[config.mk]
export PLATFORM = sky130hd
export DESIGN_NAME = hazard_control_unit
export DESIGN_NICKNAME = d
export VERILOG_FILES = /design/src/rtl/hazard_control_unit_pkg.sv /design/src/rtl/hazard_stage_record.sv /design/src/rtl/hazard_control_unit.sv
export SDC_FILE = /design/constraint.sdc
export NUM_CORES = 1
export LEC_CHECK = 0
export ABC_AREA = 1
export CAP_MARGIN = 20
export CORE_MARGIN = 2
export CORE_UTILIZATION = 30
export CTS_CLUSTER_SIZE = 25
export DETAILED_ROUTE_END_ITERATION = 16
export PLACE_DENSITY = 0.63
export SLEW_MARGIN = 20
export SYNTH_ARGS = -nofsm -noshare
export SYNTH_HDL_FRONTEND = slang
export SYNTH_SLANG_ARGS = --single-unit
[constraint.sdc]
create_clock -name clk -period 2.15 [get_ports clk]
set_clock_uncertainty 0.15 [all_clocks]
set_input_delay 0.5375 -clock clk [delete_from_list [all_inputs] [get_ports clk]]
set_output_delay 0.5375 -clock clk [all_outputs]
set_load 0.1 [all_outputs]
[src/rtl/hazard_control_unit_pkg.sv]
// rtl/hazard_control_unit_pkg.sv - forwarding encodings, register width and stage-record layout
package hazard_control_unit_pkg;

  localparam int REG_W = 4;
  localparam int FWD_W = 2;
  localparam int CNT_W = 16;

  typedef logic [REG_W-1:0] reg_addr_t;

  typedef enum logic [FWD_W-1:0] {
    FWD_RF = 2'b00,
    FWD_MA = 2'b01,
    FWD_RW = 2'b10
  } fwd_sel_e;

  typedef struct packed {
    logic      valid;
    reg_addr_t dst;
    logic      wb;
    logic      ld;
    logic      st;
    reg_addr_t src2;
  } stage_rec_t;

  localparam stage_rec_t REC_NONE = '0;

  function automatic logic rec_writes(input stage_rec_t rec, input reg_addr_t r);
    return rec.valid && rec.wb && (rec.dst == r);
  endfunction

  // The MA-bound record wins over the RW-bound one because it is younger.
  // A load about to enter MA never supplies EX: load-use stalls prevent
  // that for operands, and store data is patched up in MA instead.
  function automatic fwd_sel_e pick_src(input logic use_it, input reg_addr_t src,
                                        input stage_rec_t ma_bound, input stage_rec_t rw_bound);
    if (!use_it) return FWD_RF;
    if (rec_writes(ma_bound, src)) return ma_bound.ld ? FWD_RF : FWD_MA;
    if (rec_writes(rw_bound, src)) return FWD_RW;
    return FWD_RF;
  endfunction

endpackage

[src/rtl/hazard_stage_record.sv]
// rtl/hazard_stage_record.sv - one pipeline-stage shadow record with load and bubble control
module hazard_stage_record
  import hazard_control_unit_pkg::*;
(
  input  logic       clk,
  input  logic       reset,
  input  logic       load,
  input  logic       bubble,
  input  stage_rec_t rec_in,
  output stage_rec_t rec_out
);

  stage_rec_t rec_d;
  stage_rec_t rec_q;

  always_comb begin
    rec_d = rec_q;
    if (bubble) begin
      rec_d = REC_NONE;
    end else if (load) begin
      rec_d = rec_in;
    end
  end

  always_ff @(posedge clk or negedge reset) begin
    if (!reset) begin
      rec_q <= REC_NONE;
    end else begin
      rec_q <= rec_d;
    end
  end

  assign rec_out = rec_q;

endmodule

[src/rtl/hazard_control_unit.sv]
// rtl/hazard_control_unit.sv - load-use stall, branch flush and operand forwarding control
module hazard_control_unit
  import hazard_control_unit_pkg::*;
#(
  parameter logic [CNT_W-1:0] STALL_CNT_MAX = '1
) (
  input  logic             clk,
  input  logic             reset,
  input  logic             of_valid,
  input  logic [REG_W-1:0] of_src1,
  input  logic [REG_W-1:0] of_src2,
  input  logic             of_use1,
  input  logic             of_use2,
  input  logic             of_is_st,
  input  logic [REG_W-1:0] of_dst,
  input  logic             of_wb,
  input  logic             of_ld,
  input  logic             ex_branch_taken,
  output logic             stall_fetch,
  output logic             bubble_ex,
  output logic             flush_of,
  output logic [FWD_W-1:0] fwd_a_sel,
  output logic [FWD_W-1:0] fwd_b_sel,
  output logic             fwd_st_ma,
  output logic [CNT_W-1:0] stall_count
);

  stage_rec_t of_rec;
  stage_rec_t ex_rec;
  stage_rec_t ma_rec;
  stage_rec_t rw_rec;

  logic load_use;
  logic stall_int;
  logic bubble_int;

  fwd_sel_e         fwd_a_d, fwd_a_q;
  fwd_sel_e         fwd_b_d, fwd_b_q;
  logic             fwd_st_d, fwd_st_q;
  logic [CNT_W-1:0] count_d, count_q;

  assign of_rec = '{valid: of_valid, dst: of_dst, wb: of_wb, ld: of_ld,
                    st: of_is_st, src2: of_src2};

  // Store data alone never stalls on a load: RW->MA forwarding covers it.
  always_comb begin
    load_use = of_valid && ex_rec.valid && ex_rec.ld && ex_rec.wb &&
               ((of_use1 && (of_src1 == ex_rec.dst)) ||
                (of_use2 && !of_is_st && (of_src2 == ex_rec.dst)));
  end

  assign stall_int  = load_use && !ex_branch_taken;
  assign bubble_int = load_use || ex_branch_taken;

  hazard_stage_record u_ex_rec (
    .clk     (clk),
    .reset   (reset),
    .load    (1'b1),
    .bubble  (bubble_int),
    .rec_in  (of_rec),
    .rec_out (ex_rec)
  );

  hazard_stage_record u_ma_rec (
    .clk     (clk),
    .reset   (reset),
    .load    (1'b1),
    .bubble  (1'b0),
    .rec_in  (ex_rec),
    .rec_out (ma_rec)
  );

  hazard_stage_record u_rw_rec (
    .clk     (clk),
    .reset   (reset),
    .load    (1'b1),
    .bubble  (1'b0),
    .rec_in  (ma_rec),
    .rec_out (rw_rec)
  );

  // Selects describe the instruction about to occupy EX after this edge.
  always_comb begin
    fwd_a_d  = FWD_RF;
    fwd_b_d  = FWD_RF;
    fwd_st_d = ex_rec.valid && ex_rec.st && rec_writes(ma_rec, ex_rec.src2);
    count_d  = count_q;
    if (of_valid && !bubble_int) begin
      fwd_a_d = pick_src(of_use1, of_src1, ex_rec, ma_rec);
      fwd_b_d = pick_src(of_use2, of_src2, ex_rec, ma_rec);
    end
    if (stall_int && (count_q != STALL_CNT_MAX)) begin
      count_d = count_q + {{(CNT_W-1){1'b0}}, 1'b1};
    end
  end

  always_ff @(posedge clk or negedge reset) begin
    if (!reset) begin
      fwd_a_q  <= FWD_RF;
      fwd_b_q  <= FWD_RF;
      fwd_st_q <= 1'b0;
      count_q  <= '0;
    end else begin
      fwd_a_q  <= fwd_a_d;
      fwd_b_q  <= fwd_b_d;
      fwd_st_q <= fwd_st_d;
      count_q  <= count_d;
    end
  end

  // Combinational controls are forced low while reset is held.
  assign stall_fetch = reset && stall_int;
  assign bubble_ex   = reset && bubble_int;
  assign flush_of    = reset && ex_branch_taken;
  assign fwd_a_sel   = fwd_a_q;
  assign fwd_b_sel   = fwd_b_q;
  assign fwd_st_ma   = fwd_st_q;
  assign stall_count = count_q;

  logic unused_rec;
  assign unused_rec = ^{rw_rec, ma_rec.ld, ma_rec.st, ma_rec.src2};

endmodule
; Word level (Yosys, flattened, before mapping)
; Index checks and enable logic that the tools add are counted.
[word_totals]
out_inout_bits = 24
elab_cells = 83
inputBits = 21
ff_bits = 39
[classes]
eq_ne = 8
muxes = 34
n_reduce_logical = 27
n_addsub = 1
[op_table]
columns = operator, n
row1 = 4-bit == test, 7
row2 = 2-bit 2-to-1 mux, 14
row3 = 1-bit logical AND, 22
row4 = 1-bit 2-to-1 mux, 19
row5 = "16-bit by 1-bit adder with 16-bit output, second input constant", 1
row6 = "16-bit != test, second input constant", 1
row7 = 12-bit 2-to-1 mux, 1
row8 = 1-bit logical NOT, 3
row9 = 1-bit logical OR, 2

; Depth between registers and ports, before layout
[logic_depth]
word_depth = 18
depth_mapped = 11
mapped_depth_nobuf = 10

; Cells and area by module
; Synthesis repeated with hierarchy kept, for this count alone.
[hier_totals]
hier_cells = 341
hier_area_um2 = 2602.5
[by_module_without_submodules]
columns = module, n_inst, seq_area_each_um2, area_each_um2, cells_per_inst
row1 = hazard_control_unit, 1, 525.5, 1619.1, 235
row2 = hazard_stage_record, 2, 300.3, 491.7, 53

; Least setup slack after synthesis
; No wires, ideal clock.
[synth_path]
path_kind = input -> output
startpoint = input of_src2[0]
endpoint = output bubble_ex
required_time_ns = 1.462
n_path_buf = 0
stages = 8
path_slack_ns = -0.897
arrival_ns = 2.360
path_cell_list = inv_1 > nand2_1 > nand2_1 > nor2_2 > nand3_2 > nand2_4 > a21oi_1 > nor2_1
[synth_via]
elab_chain_cells = 6
[synth_rtl]
columns = item, line
row1 = from (decl), hazard_control_unit.sv:11  ; input logic [REG_W-1:0] of_src2,
row2 = 4-bit == test, hazard_control_unit.sv:49  ; (of_use2 && !of_is_st && (of_src2 == ex_rec.dst)));
row3 = 1-bit logical AND, hazard_control_unit.sv:49
row4 = 1-bit logical OR, hazard_control_unit.sv:48  ; ((of_use1 && (of_src1 == ex_rec.dst)) ||
row5 = 1-bit logical AND, hazard_control_unit.sv:47  ; load_use = of_valid && ex_rec.valid && ex_rec.ld && ex_rec.wb &&
row6 = 1-bit logical OR, hazard_control_unit.sv:53  ; assign bubble_int = load_use || ex_branch_taken;
row7 = 1-bit logical AND, hazard_control_unit.sv:113  ; assign bubble_ex = reset && bubble_int;
row8 = to (decl), hazard_control_unit.sv:20  ; output logic bubble_ex,
; Every way passes these cells.

; Worst setup path after layout
[layout_path]
startpoint = register u_ex_rec.rec_q, in the netlist u_ex_rec.rec_out[7]
endpoint = output stall_fetch
[layout_via]
elab_chain_cells = 6
word_cells_on_any_way = 8
cone_classes = eq/ne (2) / reduce/logical (6)
[layout_rtl]
columns = item, line
row1 = from (decl), hazard_stage_record.sv:14  ; stage_rec_t rec_q;
row2 = from (signal assigned), hazard_stage_record.sv:29  ; rec_q <= rec_d;
row3 = 4-bit == test (on tied branches), "hazard_control_unit.sv:48, hazard_control_unit.sv:49"
row4 = 1-bit logical AND (on tied branches), "hazard_control_unit.sv:48, hazard_control_unit.sv:49"
row5 = 1-bit logical OR *, hazard_control_unit.sv:48
row6 = 1-bit logical AND *, hazard_control_unit.sv:47
row7 = 1-bit logical AND *, hazard_control_unit.sv:52  ; assign stall_int = load_use && !ex_branch_taken;
row8 = 1-bit logical AND *, hazard_control_unit.sv:112  ; assign stall_fetch = reset && stall_int;
row9 = to (decl), hazard_control_unit.sv:19  ; output logic stall_fetch,
; Mark *: on every way between the ends. The rest lies on a longest branch, timed or not.

==> flow_metrics.py <==
metrics = {
    "sta": {
        "rsz0062_at_grt": "yes",
        "fin_ws_ns": -0.2098,
        "timing.final.max_slew_violations": 0,
        "tightest_slew_ns": 0.4798,
        "relSlewSlack_pct": 68.01,
        "finalSetupViolCount": 2,
        "hold_viol_final": 0,
        "period_needed_ns": 2.360,
        "max_freq_mhz": 423.8,
        "finalSetupTns_ns": -0.4077,
        "whs_ns": 0.2137,
        "fin_crit_sh_pct": 109.8,
    },
    "drt": {
        "routedWlPerCell_um": 11.26,
        "routed_via_density": 4.295,
        "vias": 1907,
        "drt_iter0_markers": 78,
        "drc": 0,
        "drtAntennaViolNets": 0,
        "firstDrtPassIters": 6,
        "routed_wl_um": 5001,
    },
    "synth": {
        "seq_area_frac_synth_pct": 45.22,
        "ys_ff_latch": 39,
        "synthesis.nets": 293,
        "synth.avg_cell_area_um2": 7.964,
        "yosysWarnings": 0,
        "syn_inst": 271,
        "netlist_area_um2": 2158,
        "synth_cell_type_count": 24,
    },
    "power_and_ir_drop": {
        "ir_drop_mv": 0.2379,
        "intPower_w": 0.001079,
        "sw_frac_of_total_pct": 26.59,
        "pwr-share-seq_pct": 52.0,
        "p_leak_nw": 1.578,
        "switching_power_w": 0.0003908,
        "p_comb_share_pct": 15.0,
        "clockPowerShare_pct": 33.1,
        "power_density_nw_per_um2": 443.9,
    },
    "place": {
        "placed_area_um2": 3193,
        "gp_congestion": 0.8453,
        "io_buffers": 44,
        "place_ws_ns": -0.6104,
        "dp_hpwl_um": 3850,
    },
    "global_route": {
        "grt_pass1_wl_um": 8473,
        "grt_max_degree": 38,
        "grt-ovfl-total": 0,
        "grt_util_all_layers_pct": 13.87,
        "antenna_found_initial": 0,
        "grt_pass1_vias": 1777,
    },
    "layout": {
        "drive_gt1_share_pct": 34.77,
        "fin_area_um2": 3312,
        "areaGrowthSynthToFinish_pct": 53.45,
        "nets": 369,
        "diodes": 0,
        "postLayoutCoreUtil_pct": 48.21,
    },
    "clock_tree": {
        "cts-buffers-inserted": 5,
        "path_clk_slew_ns": 0.09,
        "cts_root_buffer": "clkbuf_8",
        "cts_max_level": 2,
        "clk_path_buf_depth": 2,
        "cts_tree": "built",
        "clkSinkCount": 39,
        "worstSkewPairLatency_ns": 0.29,
    },
    "worst_setup_path": {
        "r2r_setup_slack_ns": 0.13,
        "cp.required_ns": 1.46,
        "worstSetupStartpointType": "flip-flop",
        "critPathArrivalTime_ns": 1.67,
        "cp_max_fo": 3,
        "end_kind": "output port",
        "timing_worst_setup_path_type": "flip-flop to output port",
    },
    "flow_run": {
        "drv_cap": 0,
    },
    "die": {
        "floorplan.initialDensity_pct": 31.42,
        "die_area_um2": 7889,
        "die_w_um": 88.82,
        "rows": 30,
        "ios": 45,
        "chipHeight_um": 88.82,
        "core_um2": 6869,
    },
    "outcome": {
        "violations": "setup timing",
        "status": "finished, violations left",
    },
    "min_path": {
        "holdCritPathClass": "input port to async pin",
    },
}
[power by group through the flow]
stage | clock [W] | combinational [W] | sequential [W]
after floorplan | 0 | 0.0000998 | 0.000779
after global placement | 0 | 0.000217 | 0.000778
after detailed placement | 0 | 0.000221 | 0.000779
after CTS | 0.000497 | 0.000219 | 0.000764
after global routing | 0.000528 | 0.000240 | 0.000767
final | 0.000486 | 0.000220 | 0.000764
[layout by cell type, fill, tap and decap left out]
cell type        count
nand2_1             84
nor2_1              29
inv_1               27
buf_12              26
buf_4               24
dfrtp_1             23
dfrtp_2             16
nand3_1             12
xor2_1              12
xnor2_1             12
inv_2                8
nand2_2              6
clkdlybuf4s50_1      6
nor2_4               5
nor2_2               5
nor3_1               5
nand4_1              5
clkbuf_8             5
dlygate4sd2_1        5
clkbuf_2             5
inv_4                3
nand2_4              3
nand3_4              2
nor3_4               2
o21ai_0              2
clkdlybuf4s15_2      2
inv_8                1
nand3_2              1
a21oi_4              1
or2_2                1
nor4_1               1
nand4_4              1
ha_1                 1
clkbuf_1             1
clkinv_4             1
clkinv_2             1
dlygate4sd3_1        1
clkdlybuf4s15_1      1
buf_2                1
buf_6                1
[worst max-delay path: stages (launching register included)]
cell,delay [ns]
dfrtp_1,0.40
buf_4,0.15
nand2_2,0.06
nand2_2,0.06
nor2_4,0.11
nand3_4,0.09
nand2_4,0.11
nand3_4,0.08
nor2_4,0.14
buf_12,0.18
[stage by stage]
step                      total power (W)  instances
after global placement          0.0009957        429
after global routing             0.001535        444
after floorplan                 0.0008790        271
after CTS                        0.001480        440
after detailed placement        0.0009998        429
final                            0.001470        444
[state kept, by name, summed over array words and instances (netlist names)]
name / cells
fwd_a_sel: 2
u_ma_rec.rec_out: 6
fwd_b_sel: 2
stall_count: 16
u_ex_rec.rec_out: 12
fwd_st_ma: 1
[timing repair]
| item | CTS | global route |
|---|---|---|
| endpoints found under the setup margin | 18 | 2 |
| hold buffers | 1 | 0 |
| resized for setup | 25 | 7 |
| endpoints found under the hold margin | 2 | 0 |
| pin swaps | 10 | 8 |
| buffers inserted | 2 | 4 |
| gates cloned | 0 | 0 |
[cell usage after synthesis]
library cell | number | area share, %
a21oi_1 | 1 | 0.23
buf_2 | 1 | 0.23
buf_6 | 2 | 1.0
dfrtp_1 | 39 | 45
ha_1 | 1 | 0.58
inv_1 | 34 | 5.9
inv_2 | 5 | 0.87
nand2_1 | 91 | 16
nand2_4 | 2 | 1.0
nand3_1 | 12 | 2.8
nand3_2 | 1 | 0.46
nand3_4 | 2 | 1.6
nand4_1 | 5 | 1.4
nand4_4 | 1 | 0.99
nor2_1 | 32 | 5.6
nor2_2 | 4 | 1.2
nor2_4 | 3 | 1.6
nor3_1 | 5 | 1.2
nor3_4 | 2 | 1.5
nor4_1 | 1 | 0.29
o21ai_0 | 2 | 0.46
or2_2 | 1 | 0.29
xnor2_1 | 12 | 4.9
xor2_1 | 12 | 4.9
[per-layer routing]
layer	vias up	part of all wire, %	GRT usage, %
met5	-	0	0
met4	0	2.2	5.510
met3	9	3.5	1.959
met2	45	46	21.17
met1	880	48	19.80
li1	973	-	-
[cell type report]
| cell class | instances | area, µm² |
|---|---|---|
| sequential | 39 | 996.0 |
| inverter | 39 | 161.4 |
| timing repair buffer | 72 | 888.4 |
| clock inverter | 2 | 13.76 |
| clock buffer | 6 | 72.57 |
| tap | 96 | 120.1 |
| multi-input combinational | 190 | 1060 |
| fill | 656 | 3557 |
[path summary, 6_finish.rpt]
check | startpoint | endpoint | cells past startpoint
worst max-delay path | u_ex_rec.rec_out[7] | stall_fetch | 9
worst min-delay path | reset | u_ex_rec.rec_out[10] | 2
worst max register to register | u_ex_rec.rec_out[7] | stall_count[13] | 14
worst min register to register | u_ex_rec.rec_out[6] | u_ma_rec.rec_out[6] | 0
max in group asynchronous | reset | u_ex_rec.rec_out[7] | 2
min in group clk | u_ex_rec.rec_out[6] | u_ma_rec.rec_out[6] | 0
[kinds of logic after synthesis]
| logic type | Yosys count | synth area share (%) |
|---|---|---|
| simple gates | 162 | 35.71 |
| xor+xnor | 24 | 9.739 |
| compound gates | 3 | 0.6954 |
| fa+ha+maj | 1 | 0.5796 |
| buf+inv | 42 | 8.058 |
| flops | 39 | 45.22 |
Note: power is estimated with default switching activity, not from simulation.
